--- src/rtl/run_ctrl.sv ---
// Run control and RAM arbiter for the 8-bit accumulator CPU: gates cpu_en_o (run/halt/step/breakpoint) and lends the RAM to host commands.
// Commands act from the cycle after acceptance; cmd_ready_o drops in STEP and MEM; responses are one-cycle pulses with no backpressure.
module run_ctrl #(
   parameter int AW      = 5,
   parameter int DW      = 8,
   parameter bit RST_RUN = 1'b0
) (
   input  logic          clk_i,
   input  logic          rst_i,
   input  logic          cmd_valid_i,
   output logic          cmd_ready_o,
   input  logic [2:0]    cmd_op_i,
   input  logic [AW-1:0] cmd_addr_i,
   input  logic [DW-1:0] cmd_data_i,
   output logic          rsp_valid_o,
   output logic [DW-1:0] rsp_data_o,
   output logic          halted_o,
   output logic          cpu_en_o,
   input  logic [AW-1:0] pc_i,
   input  logic [DW-1:0] acc_i,
   input  logic [AW-1:0] cpu_addr_i,
   input  logic [DW-1:0] cpu_din_i,
   input  logic          cpu_wm_i,
   output logic [AW-1:0] ram_addr_o,
   output logic [DW-1:0] ram_din_o,
   output logic          ram_wen_o,
   input  logic [DW-1:0] ram_dout_i,
   output logic          ram_sel_o
);

   typedef enum logic [1:0] {
      ST_HALTED = 2'd0,
      ST_RUN    = 2'd1,
      ST_STEP   = 2'd2,
      ST_MEM    = 2'd3
   } state_t;

   localparam logic [2:0] OP_NOP   = 3'd0;
   localparam logic [2:0] OP_RUN   = 3'd1;
   localparam logic [2:0] OP_HALT  = 3'd2;
   localparam logic [2:0] OP_STEP  = 3'd3;
   localparam logic [2:0] OP_MEMRD = 3'd4;
   localparam logic [2:0] OP_MEMWR = 3'd5;
   localparam logic [2:0] OP_RDACC = 3'd6;
   localparam logic [2:0] OP_SETBP = 3'd7;

   state_t          state_q;
   state_t          state_d;
   state_t          ret_q;
   state_t          ret_d;

   logic            bp_en_q;
   logic [AW-1:0]   bp_addr_q;
   logic            skip_q;
   logic [AW-1:0]   mem_addr_q;
   logic [DW-1:0]   mem_dat_q;
   logic            mem_wr_q;
   logic            rsp_vld_q;
   logic [DW-1:0]   rsp_dat_q;

   logic            cmd_acc;
   logic            cmd_is_mem;
   logic            bp_hit;
   logic            enter_run_step;
   logic            rsp_set;
   logic [DW-1:0]   rsp_nxt;

   assign cmd_acc    = cmd_valid_i && cmd_ready_o;
   assign cmd_is_mem = (cmd_op_i == OP_MEMRD) || (cmd_op_i == OP_MEMWR);

   // skip_q masks the breakpoint for the instruction we resume on.
   assign bp_hit = bp_en_q && (pc_i == bp_addr_q) && !skip_q;

   assign enter_run_step = (state_d != state_q) &&
                           ((state_d == ST_RUN) || (state_d == ST_STEP));

   always_ff @(posedge clk_i) begin
      if (rst_i) begin
         state_q <= RST_RUN ? ST_RUN : ST_HALTED;
         ret_q   <= ST_HALTED;
      end else begin
         state_q <= state_d;
         ret_q   <= ret_d;
      end
   end

   always_comb begin
      state_d = state_q;
      ret_d   = ret_q;
      case (state_q)
         ST_HALTED: begin
            if (cmd_acc) begin
               case (cmd_op_i)
                  OP_RUN:  state_d = ST_RUN;
                  OP_STEP: state_d = ST_STEP;
                  OP_MEMRD, OP_MEMWR: begin
                     state_d = ST_MEM;
                     ret_d   = ST_HALTED;
                  end
                  default: ;
               endcase
            end
         end
         ST_RUN: begin
            // A breakpoint absorbs RUN/HALT/STEP but a memory op still runs, returning to HALTED.
            if (bp_hit) begin
               state_d = ST_HALTED;
            end
            if (cmd_acc) begin
               case (cmd_op_i)
                  OP_HALT, OP_STEP: state_d = ST_HALTED;
                  OP_MEMRD, OP_MEMWR: begin
                     state_d = ST_MEM;
                     ret_d   = bp_hit ? ST_HALTED : ST_RUN;
                  end
                  default: ;
               endcase
            end
         end
         ST_STEP: state_d = ST_HALTED;
         default: state_d = ret_q;
      endcase
   end

   always_comb begin
      cmd_ready_o = 1'b0;
      halted_o    = 1'b0;
      cpu_en_o    = 1'b0;
      ram_sel_o   = 1'b0;
      ram_addr_o  = cpu_addr_i;
      ram_din_o   = cpu_din_i;
      ram_wen_o   = 1'b0;
      case (state_q)
         ST_HALTED: begin
            cmd_ready_o = 1'b1;
            halted_o    = 1'b1;
         end
         ST_RUN: begin
            cmd_ready_o = 1'b1;
            cpu_en_o    = !bp_hit;
            ram_wen_o   = cpu_wm_i && !bp_hit;
         end
         ST_STEP: begin
            cpu_en_o  = 1'b1;
            ram_wen_o = cpu_wm_i;
         end
         default: begin
            ram_sel_o  = 1'b1;
            ram_addr_o = mem_addr_q;
            ram_din_o  = mem_dat_q;
            ram_wen_o  = mem_wr_q;
         end
      endcase
      if (rst_i) begin
         cpu_en_o  = 1'b0;
         ram_wen_o = 1'b0;
      end
   end

   // At most one response source can fire per cycle except bp vs RDACC, where the breakpoint wins.
   always_comb begin
      rsp_set = 1'b0;
      rsp_nxt = rsp_dat_q;
      if ((state_q == ST_RUN) && bp_hit) begin
         rsp_set = 1'b1;
         rsp_nxt = {{(DW-AW){1'b0}}, pc_i};
      end else if ((state_q == ST_MEM) && !mem_wr_q) begin
         rsp_set = 1'b1;
         rsp_nxt = ram_dout_i;
      end else if (cmd_acc && (cmd_op_i == OP_RDACC)) begin
         rsp_set = 1'b1;
         rsp_nxt = acc_i;
      end
   end

   always_ff @(posedge clk_i) begin
      if (rst_i) begin
         bp_en_q    <= 1'b0;
         bp_addr_q  <= '0;
         skip_q     <= 1'b1;
         mem_addr_q <= '0;
         mem_dat_q  <= '0;
         mem_wr_q   <= 1'b0;
         rsp_vld_q  <= 1'b0;
         rsp_dat_q  <= '0;
      end else begin
         rsp_vld_q <= rsp_set;
         if (rsp_set) begin
            rsp_dat_q <= rsp_nxt;
         end
         if (cmd_acc && (cmd_op_i == OP_SETBP)) begin
            bp_addr_q <= cmd_addr_i;
            bp_en_q   <= cmd_data_i[0];
         end
         if (cmd_acc && cmd_is_mem) begin
            mem_addr_q <= cmd_addr_i;
            mem_dat_q  <= cmd_data_i;
            mem_wr_q   <= (cmd_op_i == OP_MEMWR);
         end
         if (enter_run_step) begin
            skip_q <= 1'b1;
         end else if ((state_q == ST_RUN) && cpu_en_o) begin
            skip_q <= 1'b0;
         end
      end
   end

   assign rsp_valid_o = rsp_vld_q;
   assign rsp_data_o  = rsp_dat_q;

   a_sel_stalls_cpu: assert property (@(posedge clk_i) disable iff (rst_i)
      ram_sel_o |-> !cpu_en_o);
   a_cpu_wr_needs_en: assert property (@(posedge clk_i) disable iff (rst_i)
      (ram_wen_o && !ram_sel_o) |-> cpu_en_o);

endmodule

--- config.mk ---
export PLATFORM = sky130hd
export DESIGN_NAME = run_ctrl
export DESIGN_NICKNAME = d
export VERILOG_FILES = /design/src/rtl/run_ctrl.sv
export SDC_FILE = /design/constraint.sdc
export NUM_CORES = 1
export LEC_CHECK = 0
export ABC_AREA = 1
export BUFFER_PORTS_ARGS = -buffer_cell sky130_fd_sc_hd__buf_2
export CELL_PAD_IN_SITES_DETAIL_PLACEMENT = 2
export CELL_PAD_IN_SITES_GLOBAL_PLACEMENT = 2
export CORE_MARGIN = 3
export CORE_UTILIZATION = 24
export CTS_BUF_LIST = sky130_fd_sc_hd__clkbuf_16
export DETAILED_ROUTE_END_ITERATION = 8
export GPL_TIMING_DRIVEN = 0
export PLACE_DENSITY_LB_ADDON = 0.1
export SYNTH_ARGS = -nofsm -noshare
export SYNTH_HDL_FRONTEND = slang
export SYNTH_SLANG_ARGS = --single-unit
--- constraint.sdc ---
create_clock -name clk_i -period 2.08 [get_ports clk_i]
set_clock_uncertainty 0.2 [all_clocks]
set_input_delay 0 -clock clk_i [delete_from_list [all_inputs] [get_ports clk_i]]
set_output_delay 0 -clock clk_i [all_outputs]
set_load 0.01 [all_outputs]
# Yosys cells after proc, flatten, opt, wreduce, memory -nomap -nowiden
# Cells that the tools add are included.
# op_classes
eq_ne	18
muxes	27
reduce_logical	26
# op_table
op	n
$mux W8	4
$mux W2	7
$eq A3 B3 Y1 const B	4
$pmux W2 S3	2
$logic_and A1 B1 Y1	11
$mux W1	9
$pmux W2 S2	2
$reduce_or A2 Y1	4
$eq A2 B2 Y1 const B	3
$eq A3 B2 Y1 const B	2
$eq A5 B5 Y1	1
$mux W5	1
$reduce_and A5 Y1	1
$eq A2 B1 Y1 const B	2
$ne A2 B1 Y1 const B	2
$ne A2 B2 Y1 const B	2
$eq A3 B1 Y1 const B	1
$logic_not A1 Y1	3
$pmux W1 S3	1
$reduce_bool A3 Y1	1
$reduce_or A3 Y1	1
$logic_not A2 Y1	1
$logic_or A1 B1 Y1	2
$ne A2 B2 Y1	1
other kinds (3)	3
# word_totals
ff_bits	34
out_inout_bits	27
word_cells	81

# Longest topological paths before layout
# Gate-level depths: netlist of the first run.
# logic_depth
depth_word	11
mapped_depth	14
depth_no_buf	14

# Least setup slack after synthesis of the first run
# No wires, ideal clock.
# synth_path
path_kind	reg2reg
startpoint	register state_q[0]
endpoint	register skip_q
setup_ns	0.121
arrival_time_ns	1.588
setup_slack_ns	0.171
path_stages_with_launch	15
n_path_buf	0
period_less_slack_ns	1.909
path_cell_list	dfxtp_1 -> inv_1 -> ha_1 -> nor2_2 -> nor2_4 -> nand2_4 -> nand2_1 -> nor2_1 -> nor2_1 -> nor2_1 -> nand2_1 -> nand2_2 -> nor2_2 -> nand2_1 -> nand3_2
# synth_via
elab_chain_cells	10
word_cells_on_any_way	21
classes_between	eq/ne (5); mux (9); reduce/logical (7)
# synth_lines
item	line_no	text
from (decl)	47	state_t state_q;
from (signal assigned)	79	state_q <= RST_RUN ? ST_RUN : ST_HALTED;
from (signal assigned)	82	state_q <= state_d;
$eq A2 B1 Y1 or $logic_not A2 Y1 (tied branches)	90, 133, 202	
$reduce_or A2 Y1 (no source line)	-	
$mux W1	133	case (state_q)
$logic_and A1 B1 Y1	68	assign cmd_acc = cmd_valid_i && cmd_ready_o;
$mux W2 (on tied branches)	109, 92	
$pmux W2 S3	90	case (state_q)
$eq A2 B1 Y1 or $eq A2 B2 Y1 (tied branches)	75	((state_d == ST_RUN) || (state_d == ST_STEP));
$logic_or A1 B1 Y1	75	
$logic_and A1 B1 Y1	74	assign enter_run_step = (state_d != state_q) &&
$reduce_or A2 Y1 (no source line)	-	
to (signal assigned)	180	skip_q <= 1'b1;
to (signal assigned)	201	skip_q <= 1'b1;
to (signal assigned)	203	skip_q <= 1'b0;
to (decl)	54	logic skip_q;
# Several ways; a longest one is shown, not always the timed one.
# A chain may end at the register's enable or synchronous reset.

# Worst setup path after layout of the first run
# Ends and elaborated chain as after synthesis.

==> results of run 1 <==
[power by group through the flow]
stage	clock network, mW	logic, mW	registers, mW
floorplan	0	0.252	0.706
global placement	0	0.398	0.708
detailed placement	0	0.410	0.710
CTS	0.716	0.475	0.699
global route	0.738	0.558	0.707
finish	0.689	0.490	0.701
[placed cells by master, fill, tap and decap left out, drive strengths merged]
master	count
a31oi	5
a21oi	13
buf	87
nand4	1
ha	5
or2	1
clkbuf	11
inv	28
dlygate4sd3	35
dfxtp	33
o21ai	24
nand2	88
nand3	10
mux2	8
nor2	51
o211ai	6
[metrics by stage]
stage,setup slack [ns],TNS [ns],instances,power (mW)
after floorplan,0.171,0,279,0.957
after global placement,-0.127,-1.19,458,1.11
after detailed placement,-0.175,-1.78,458,1.12
after CTS,-0.0109,-0.0109,501,1.89
after global routing,-0.0796,-0.264,505,2.00
final,0.101,0,505,1.88
[worst max path at each step]
stage	startpoint	to	slack [ns]	cells after the start
6_report	state_q[0]	skip_q	0.10	14
5_1_grt	bp_addr_q[3]	rsp_data_o[7]	-0.08	8
4_1_cts	state_q[1]	bp_addr_q[4]	-0.01	10
3_5_place_dp	state_q[1]	bp_addr_q[4]	-0.17	10
3_3_place_gp	state_q[1]	bp_addr_q[4]	-0.13	10
2_1_floorplan	state_q[0]	skip_q	0.17	14
[worst max-delay path: cells and delay by family (launching register included)]
family | cells | cell delay [ns]
adder cells (fa/ha/maj) | 1 | 0.18
AND/OR/NAND/NOR | 12 | 1.00
buffers and inverters | 1 | 0.08
flip-flops | 1 | 0.38
[cells by family after synthesis]
logic type      Yosys count
simple gates            151
buf+inv                  34
fa+ha+maj                 5
flops                    33
compound gates           48
mux                       8
[repair_timing]
| action | in CTS | in global routing |
|---|---|---|
| cloned | 0 | 0 |
| buffers inserted | 0 | 4 |
| setup endpoints to repair | 32 | 28 |
| hold buffers | 35 | 0 |
| pin swaps | 1 | 1 |
| hold endpoints to repair | 29 | 0 |
| resized for setup | 8 | 12 |
[state kept, by name, indices dropped and copies added (netlist names)]
| register | cells |
|---|---|
| bp_addr_q | 5 |
| bp_en_q | 1 |
| mem_addr_q | 5 |
| mem_dat_q | 8 |
| mem_wr_q | 1 |
| ret_q | 1 |
| rsp_data_o | 8 |
| rsp_valid_o | 1 |
| skip_q | 1 |
| state_q | 2 |
[layout make-up]
cell class	instances	area share (%)
plain buffers	9	1.35
clock buffers	5	4.22
clock inverters	3	0.379
inverters	25	3.16
multi-input cells	212	37.9
flip-flops and latches	33	22.5
well taps	99	4.17
repair buffers	119	26.3
[per-layer routing]
metal,share of wire (%),global-route usage (%),wire length [um]
met5,0,0,0
met4,1.0,4.69,75
met3,2.8,2.79,200
met2,51,29.4,3710
met1,45,20.8,3280
==> metrics, run 1 <==
Tcrit/Tclk final=95.1%; hold wc startpoint=ram_dout_i[4]; core outline area=0.00741 sq mm; Synth Area in Compound Gates=13.9%; FFs w/ async S/R, synth=0%; Detailed Place HPWL=5170 um; Synth Instances=279; Die Wd=94.5 um; Post-synth EDFFs=0; worst vdd ir=0.000278 V; first-pass GRT wire length=11700 um; clk buf depth=2; CP endpoint kind=flop; Worst-path clk slew=0.05 ns; CP cell instances=inv_2, ha_4, nor2_4, nor2_4, nand2_4, nand2_1, nor2_1, nor2_1, nor2_1, nand2_1, nand2_2, nor2_2, nand2_1, nand3_2; Synth Register Bits=33; post-synthesis xor/xnor area fraction=0%; ANT nets after route=0; Pleak=1.42 nW; Simple-Gate Fraction of Synth Area=35.9%; Synth Area in Adders=3.33%; syn_nets=338; Sw Share=29.9%; Row Count=31; CP max stage cell=dfxtp_4; Finished Cell Area=0.00297 sq mm; Critical R2R Capture=skip_q; DRC Markers=0; Hold Path Class=in -> reg; drt pass-1 iters=4; DR WL/cell=14.4 um; Synth area leaders=dfxtp_1 (35%), nand2_1 (17%), nor2_1 (8.4%); Synth cell types=23; slowest stage delay, CP=0.38 ns; Final min period=1.98 ns; Die ar.=0.00893 sq mm; Synth Flop Type=dfxtp_1; I/O Buffers=80; Post-Route WL=7260 um; RSZ-0062 raised after global routing=yes; largest family of logic cells by synthesized area=simple AND/OR/NAND/NOR gates; status=completed; TritonCTS clock tree=yes; commonest cells in the netlist=nand2_1 (84), nor2_1 (42), dfxtp_1 (33); fin. max-slew vios=0; register area=668 sq um; DIE HEIGHT=94.5 um; Clk network pwr share=36.6%; Critical Path AT=1.94 ns; post-layout util=40.1%; CP Class=reg -> reg; switching pwr=0.562 mW; fin nets=464; largest fanout on the critical path=10; post-synthesis mux area share=4.79%; antenna cell count=0; root buffer cell=clkbuf_16; synth-to-layout area growth=57.8%; GRT Residual Overflow=0; max cap viols=0; largest area contributor in the netlist=dfxtp_1; htree depth=2; Warnings, synthesis=0; measured slew at the worst slew-check pin=0.607 ns; hold path depth=4; Syn Std Cell Area=0.00188 sq mm; Skew-Pair Late Insertion Delay=0.27 ns; Slew HR=59.1%; largest net degree at the start of global routing=11; most frequent cell after synthesis=nand2_1; Seq pwr share=37.3%; fmax=0.505 GHz; num ports=81; reg2reg setup slack=0.10 ns; drt via density=4.53; Hold WS=0.00793 ns; initial core utilization=25.4%; initial antenna violation count=0; Worst R2R Start=state_q[0]; gr usage total=16.7%; Hold Vio Cnt, Final=0; FF-to-FF path depth=14; Post-Syn Area per Cell=6.74 sq um; Worst EP required=2.04 ns; filler instances=899; startpoint types=flop; sequential area share after synthesis=35.1%; Placed Area=0.00240 sq mm; Logic pwr share=26.1%; # setup viols final=0; Synth top area share=35.1%; vias=2286; pwr/cell area=634 mW/mm^2; gp weighted congestion=0.717; P_int=1.32 mW; 1st-iter DRT viols=67; Multi-input gate area=0.00112 sq mm; vias in the first global route=2428; proportion of layout cells with a drive suffix above 1=32.0%; hold endpoint=rsp_data_o[4]; cts bufs inserted=5; clock sink count=33
(Power assumes the default switching activity.)
==> inputs of run 2 (changes only) <==
--- a/config.mk
+++ b/config.mk
@@ -5,12 +5,11 @@
 export SDC_FILE = /design/constraint.sdc
 export NUM_CORES = 1
 export LEC_CHECK = 0
-export ABC_AREA = 1
 export BUFFER_PORTS_ARGS = -buffer_cell sky130_fd_sc_hd__buf_2
 export CELL_PAD_IN_SITES_DETAIL_PLACEMENT = 2
 export CELL_PAD_IN_SITES_GLOBAL_PLACEMENT = 2
 export CORE_MARGIN = 3
-export CORE_UTILIZATION = 24
+export CORE_UTILIZATION = 26
 export CTS_BUF_LIST = sky130_fd_sc_hd__clkbuf_16
 export DETAILED_ROUTE_END_ITERATION = 8
 export GPL_TIMING_DRIVEN = 0
==> run 2 against run 1 <==
Compared with the run above:
- critical endpoint is now rsp_data_o[6]
- synthesized cell count decreased by 22%
- highest routed layer unchanged
- largest cell class unchanged
- die area shrank 9.6%
- sequential power is 2% lower
- critical path depth fell by 7
==> metrics, run 2 <==
cts bufs inserted=5; CP Class=reg -> reg; gr usage total=18.3%; Pleak=1.37 nW; GRT Residual Overflow=0; Critical Path AT=2.05 ns; worst vdd ir=0.000307 V; reg2reg setup slack=0.009 ns; first-pass GRT wire length=12000 um; Slew HR=60.0%; DRC Markers=0; pwr/cell area=637 mW/mm^2; FF-to-FF path depth=7; Warnings, synthesis=0; Synth Flop Type=dfxtp_1; clk buf depth=2; Hold Vio Cnt, Final=0; max cap viols=0; clock sink count=33; core outline area=0.00657 sq mm; RSZ-0062 raised after global routing=yes; Worst EP required=2.05 ns; sequential area share after synthesis=36.1%; CP bufs+invs=3; Worst setup startpoint=state_q[1]; largest fanout on the critical path=10; vias in the first global route=2313; gp weighted congestion=0.778; vias=2106; Worst-path clk slew=0.06 ns; antenna cell count=0; largest area contributor in the netlist=dfxtp_1; root buffer cell=clkbuf_16; proportion of layout cells with a drive suffix above 1=43.6%; Placed Area=0.00234 sq mm; DIE HEIGHT=89.9 um; # setup viols final=0; CP max stage cell=dfxtp_4; fmax=0.483 GHz; Critical R2R Capture=rsp_data_o[6]; Hold Path Class=in -> reg; Die ar.=0.00808 sq mm; Skew-Pair Late Insertion Delay=0.28 ns; FFs w/ async S/R, synth=0%; Die Wd=89.9 um; Synth Register Bits=33; total number of cells along the worst setup path=7; initial core utilization=27.9%; most common cell after layout, fill and taps aside=buf_2; total power=2.03 mW; status=completed; initial antenna violation count=0; hold wc startpoint=pc_i[3]; Row Count=29; startpoint types=flop; measured slew at the worst slew-check pin=0.600 ns; synth-to-layout area growth=74.1%; largest net degree at the start of global routing=11; filler instances=719; syn_nets=277; DR WL/cell=18.9 um; ANT nets after route=0; drt pass-1 iters=4; Finished Cell Area=0.00318 sq mm; CP endpoint kind=flop; htree depth=2; Synth cell types=38; Synth Instances=218; commonest cells in the netlist=nand2_1 (45), dfxtp_1 (33), a21oi_1 (27); Worst R2R Start=state_q[1]; Post-Syn Area per Cell=8.39 sq um; Post-Route WL=8350 um; slack of the critical path=0.00924 ns; fin nets=407; fin. max-slew vios=0; Final min period=2.07 ns; dpl ws=-0.532 ns; drt via density=4.76; TritonCTS clock tree=yes; Syn Std Cell Area=0.00183 sq mm; 1st-iter DRT viols=22; delay-heaviest family, CP=compound AO/OA/AOI/OAI gates; I/O Buffers=78; CP cell instances=buf_4, ha_1, nor2b_1, clkbuf_4, o21bai_2, buf_4, a2111oi_2; slowest stage delay, CP=0.37 ns; hold endpoint=rsp_data_o[3]; Post-synth EDFFs=0; post-layout util=48.5%; Tcrit/Tclk final=99.6%; commonest cells after routing, fill and taps aside=buf_2 (76), nand2_1 (45), dlygate4sd3_1 (33); Synth top area share=36.1%; num ports=81; most frequent cell after synthesis=nand2_1; most used cell, CP=buf_4; Synth area leaders=dfxtp_1 (36%), nand2_1 (9.2%), mux2_2 (8.0%); Detailed Place HPWL=4700 um; hold path depth=4
run 2: cell count changes in the layout (fill, tap and decap cells not counted), moves of 9 or more:
| cell | before | now |
|---|---|---|
| nand2_1 | 84 | 45 |
| nor2_1 | 41 | 13 |
| inv_1 | 23 | 4 |
| o21ai_0 | 20 | 1 |
| mux2i_1 | 0 | 14 |
| a21oi_1 | 13 | 25 |
| buf_6 | 0 | 9 |
run 2: through the flow:
step	std cells	hold WS, ns	setup TNS (ns)
floorplan	218	-0.0640	0
global placement	389	0.0455	-7.60
detailed placement	389	0.0561	-9.41
CTS	435	0.00350	0
global route	442	0.100	-0.739
finish	442	0.0510	0
run 2: routing by layer:
metal	GRT usage (%)	wire [um]	part of all wire, %	up-vias
met2	33.6	4550	54	67
met5	0	0	0	-
met4	4.59	125	1.5	0
met1	21.6	3310	40	1018
met3	4.09	364	4.4	10
li1	-	-	-	1011
run 2: worst max-delay path by stage:
stage,to,slack [ns]
4_1_cts,ram_wen_o,0.005
2_1_floorplan,rsp_data_o[0],0.01
3_3_place_gp,ram_addr_o[3],-0.49
5_1_grt,rsp_data_o[0],-0.11
6_report,rsp_data_o[6],0.009
3_5_place_dp,ram_addr_o[3],-0.53
run 2: cell type report:
cell class / instances / area [sq um] / area share, %
Inverter: 5 / 23.8 / 0.747
Sequential cell: 33 / 676 / 21.2
Clock buffer: 5 / 125 / 3.93
Clock inverter: 3 / 37.5 / 1.18
Buffer: 13 / 100 / 3.14
Multi-Input combinational cell: 166 / 1250 / 39.2
Timing Repair Buffer: 124 / 857 / 26.9
Tap cell: 93 / 116 / 3.65
run 2: kinds of logic (layout without fill, tap and decap cells):
| group | count (synthesis) | count (layout) | synth area share, % |
|---|---|---|---|
| simple gates | 83 | 83 | 21.6 |
| mux | 27 | 27 | 15.7 |
| xor+xnor | 6 | 6 | 2.87 |
| buf+inv | 20 | 150 | 5.20 |
| compound gates | 44 | 45 | 15.1 |
| flops | 33 | 33 | 36.1 |
| fa+ha+maj | 5 | 5 | 3.42 |
run 2: worst min-delay path, cell delays in order:
cell            delay (ns)
dlymetal6s4s_1        0.19
buf_6                 0.13
nand2_1               0.06
a21oi_1               0.11
run 2: where the power goes:
part | internal [mW] | switching (mW)
Sequential | 0.662 | 0.0282
Clock | 0.557 | 0.288
Combinational | 0.253 | 0.241
run 2: timing repair:
action,in CTS,in global routing
hold buffers,35,0
resized for setup,27,38
gates cloned,1,2
endpoints found under the hold margin,29,0
setup buffers,3,7
setup endpoints to repair,45,28
pin swaps,4,8
==> inputs of run 3 (changes only) <==
--- a/config.mk
+++ b/config.mk
@@ -11,9 +11,10 @@
 export CORE_MARGIN = 3
 export CORE_UTILIZATION = 26
 export CTS_BUF_LIST = sky130_fd_sc_hd__clkbuf_16
+export CTS_CLUSTER_SIZE = 12
 export DETAILED_ROUTE_END_ITERATION = 8
 export GPL_TIMING_DRIVEN = 0
-export PLACE_DENSITY_LB_ADDON = 0.1
+export PLACE_DENSITY = 0.92
 export SYNTH_ARGS = -nofsm -noshare
 export SYNTH_HDL_FRONTEND = slang
 export SYNTH_SLANG_ARGS = --single-unit
==> run 3 against run 2 <==
Compared with the run above:
- the flow now finishes with violations (setup timing)
- global-route usage rose by 7.8 points
- critical path type unchanged
- worst setup slack got worse by 0.10 ns
- via count rose by 8.2%
- critical path depth did not move
==> metrics, run 3 (synthesis gave the netlist of run 2 again) <==
GRT Residual Overflow=0; num ports=81; slowest stage delay, CP=0.50 ns; first-pass GRT wire length=15900 um; Detailed Place HPWL=5220 um; proportion of layout cells with a drive suffix above 1=47.7%; post-layout util=48.2%; Die Wd=89.9 um; RSZ-0062 raised after global routing=yes; Critical Path AT=2.14 ns; commonest cells after routing, fill and taps aside=buf_2 (78), nand2_1 (45), dfxtp_1 (28); gr usage total=26.2%; antenna cell count=0; CP cell instances=buf_4, or2_2, a21oi_1, nor4b_1, a41oi_2, buf_4, o311ai_1; initial core utilization=27.9%; delay-heaviest family, CP=simple AND/OR/NAND/NOR gates; ANT nets after route=0; drt pass-1 iters=4; I/O Buffers=78; Skew-Pair Late Insertion Delay=0.29 ns; 1st-iter DRT viols=120; Die ar.=0.00808 sq mm; root buffer cell=clkbuf_16; Hold Path Class=in -> reg; Worst-path clk slew=0.06 ns; largest net degree at the start of global routing=11; measured slew at the worst slew-check pin=0.763 ns; hold path depth=5; failing checks=setup timing; Worst EP required=2.05 ns; Post-Route WL=12000 um; non-filler cells, final=437; drt via density=5.22; gp weighted congestion=0.758; DR WL/cell=27.5 um; Tcrit/Tclk final=104%; core outline area=0.00657 sq mm; fin nets=402; vias in the first global route=2634; # setup viols final=7; Pleak=1.33 nW; fin. max-slew vios=0; startpoint types=flop; CP endpoint kind=flop; Hold Vio Cnt, Final=0; CP Class=reg -> reg; final setup TNS=-0.232 ns; status=finished, violations left; CP bufs+invs=2; CP max stage cell=nor4b_1; DRC Markers=0; TritonCTS clock tree=yes; cts bufs inserted=5; largest fanout on the critical path=5; initial antenna violation count=0; DIE HEIGHT=89.9 um; Row Count=29; clock sink count=33; fmax=0.461 GHz; synth-to-layout area growth=73.0%; slack of the critical path=-0.0913 ns; most used cell, CP=buf_4; FF-to-FF path depth=7; clk buf depth=2; pwr/cell area=668 mW/mm^2; total number of cells along the worst setup path=7; vias=2279; Slew HR=49.2%; max cap viols=0; most common cell after layout, fill and taps aside=buf_2; Final min period=2.17 ns; placed insts=389; htree depth=2; worst vdd ir=0.000565 V
[run 3: repair_timing]
item / 4_1_cts / 5_1_grt
resized for setup: 32 / 42
setup endpoints to repair: 47 / 34
pin swaps: 6 / 10
hold endpoints to repair: 28 / 0
buffers inserted: 7 / 9
hold buffers: 26 / 0
cloned: 0 / 2
[run 3: per-layer routing]
layer  GRT usage [%]  wire (um)  up-vias
met5               0          0        -
met4            15.4        330        0
met3            6.68        483       27
met2            49.1       6780       82
met1            25.7       4420     1170
li1                -          -     1000
[run 3: final timing paths]
check                 from       endpoint  slack (ns)
max             state_q[1]         skip_q       -0.09
min          ram_dout_i[4]  rsp_data_o[4]        0.01
max reg2reg     state_q[1]         skip_q       -0.09
min reg2reg   mem_dat_q[5]   mem_dat_q[5]        0.31
[run 3: final cells by class]
type                       count  area, sq um
sequential                    33          674
timing repair buffer         120          805
clock inverter                 3         37.5
fill                         685         3400
clock buffer                   5          125
multi-input combinational    166         1280
tap                           93          116
inverter                       5         28.8
buffer                        12         96.3
[run 3: metrics by stage]
step / instance area (sq um) / hold WS [ns] / total power [mW] / setup WS (ns)
3_3_place_gp: 2340 / 0.0399 / 1.02 / -0.278
4_1_cts: 2950 / 0.0133 / 1.97 / 0.00305
6_report: 3160 / 0.0105 / 2.11 / -0.0913
5_1_grt: 3160 / 0.0792 / 2.18 / -0.135
3_5_place_dp: 2340 / 0.0550 / 1.04 / -0.397
2_1_floorplan: 1830 / -0.0640 / 0.892 / 0.0109
[run 3: power by group]
part | leakage, nW | total [mW] | internal [mW] | switching [mW]
Sequential | 0.271 | 0.699 | 0.662 | 0.0371
Combinational | 0.981 | 0.546 | 0.258 | 0.287
Clock | 0.0826 | 0.869 | 0.558 | 0.311
Total | 1.33 | 2.11 | 1.48 | 0.636
[run 3: worst register-to-register path: stages (launching register included)]
cell      delay, ns
dfxtp_4        0.40
buf_4          0.13
or2_2          0.10
a21oi_1        0.07
nor4b_1        0.50
a41oi_2        0.14
buf_4          0.18
o311ai_1       0.33
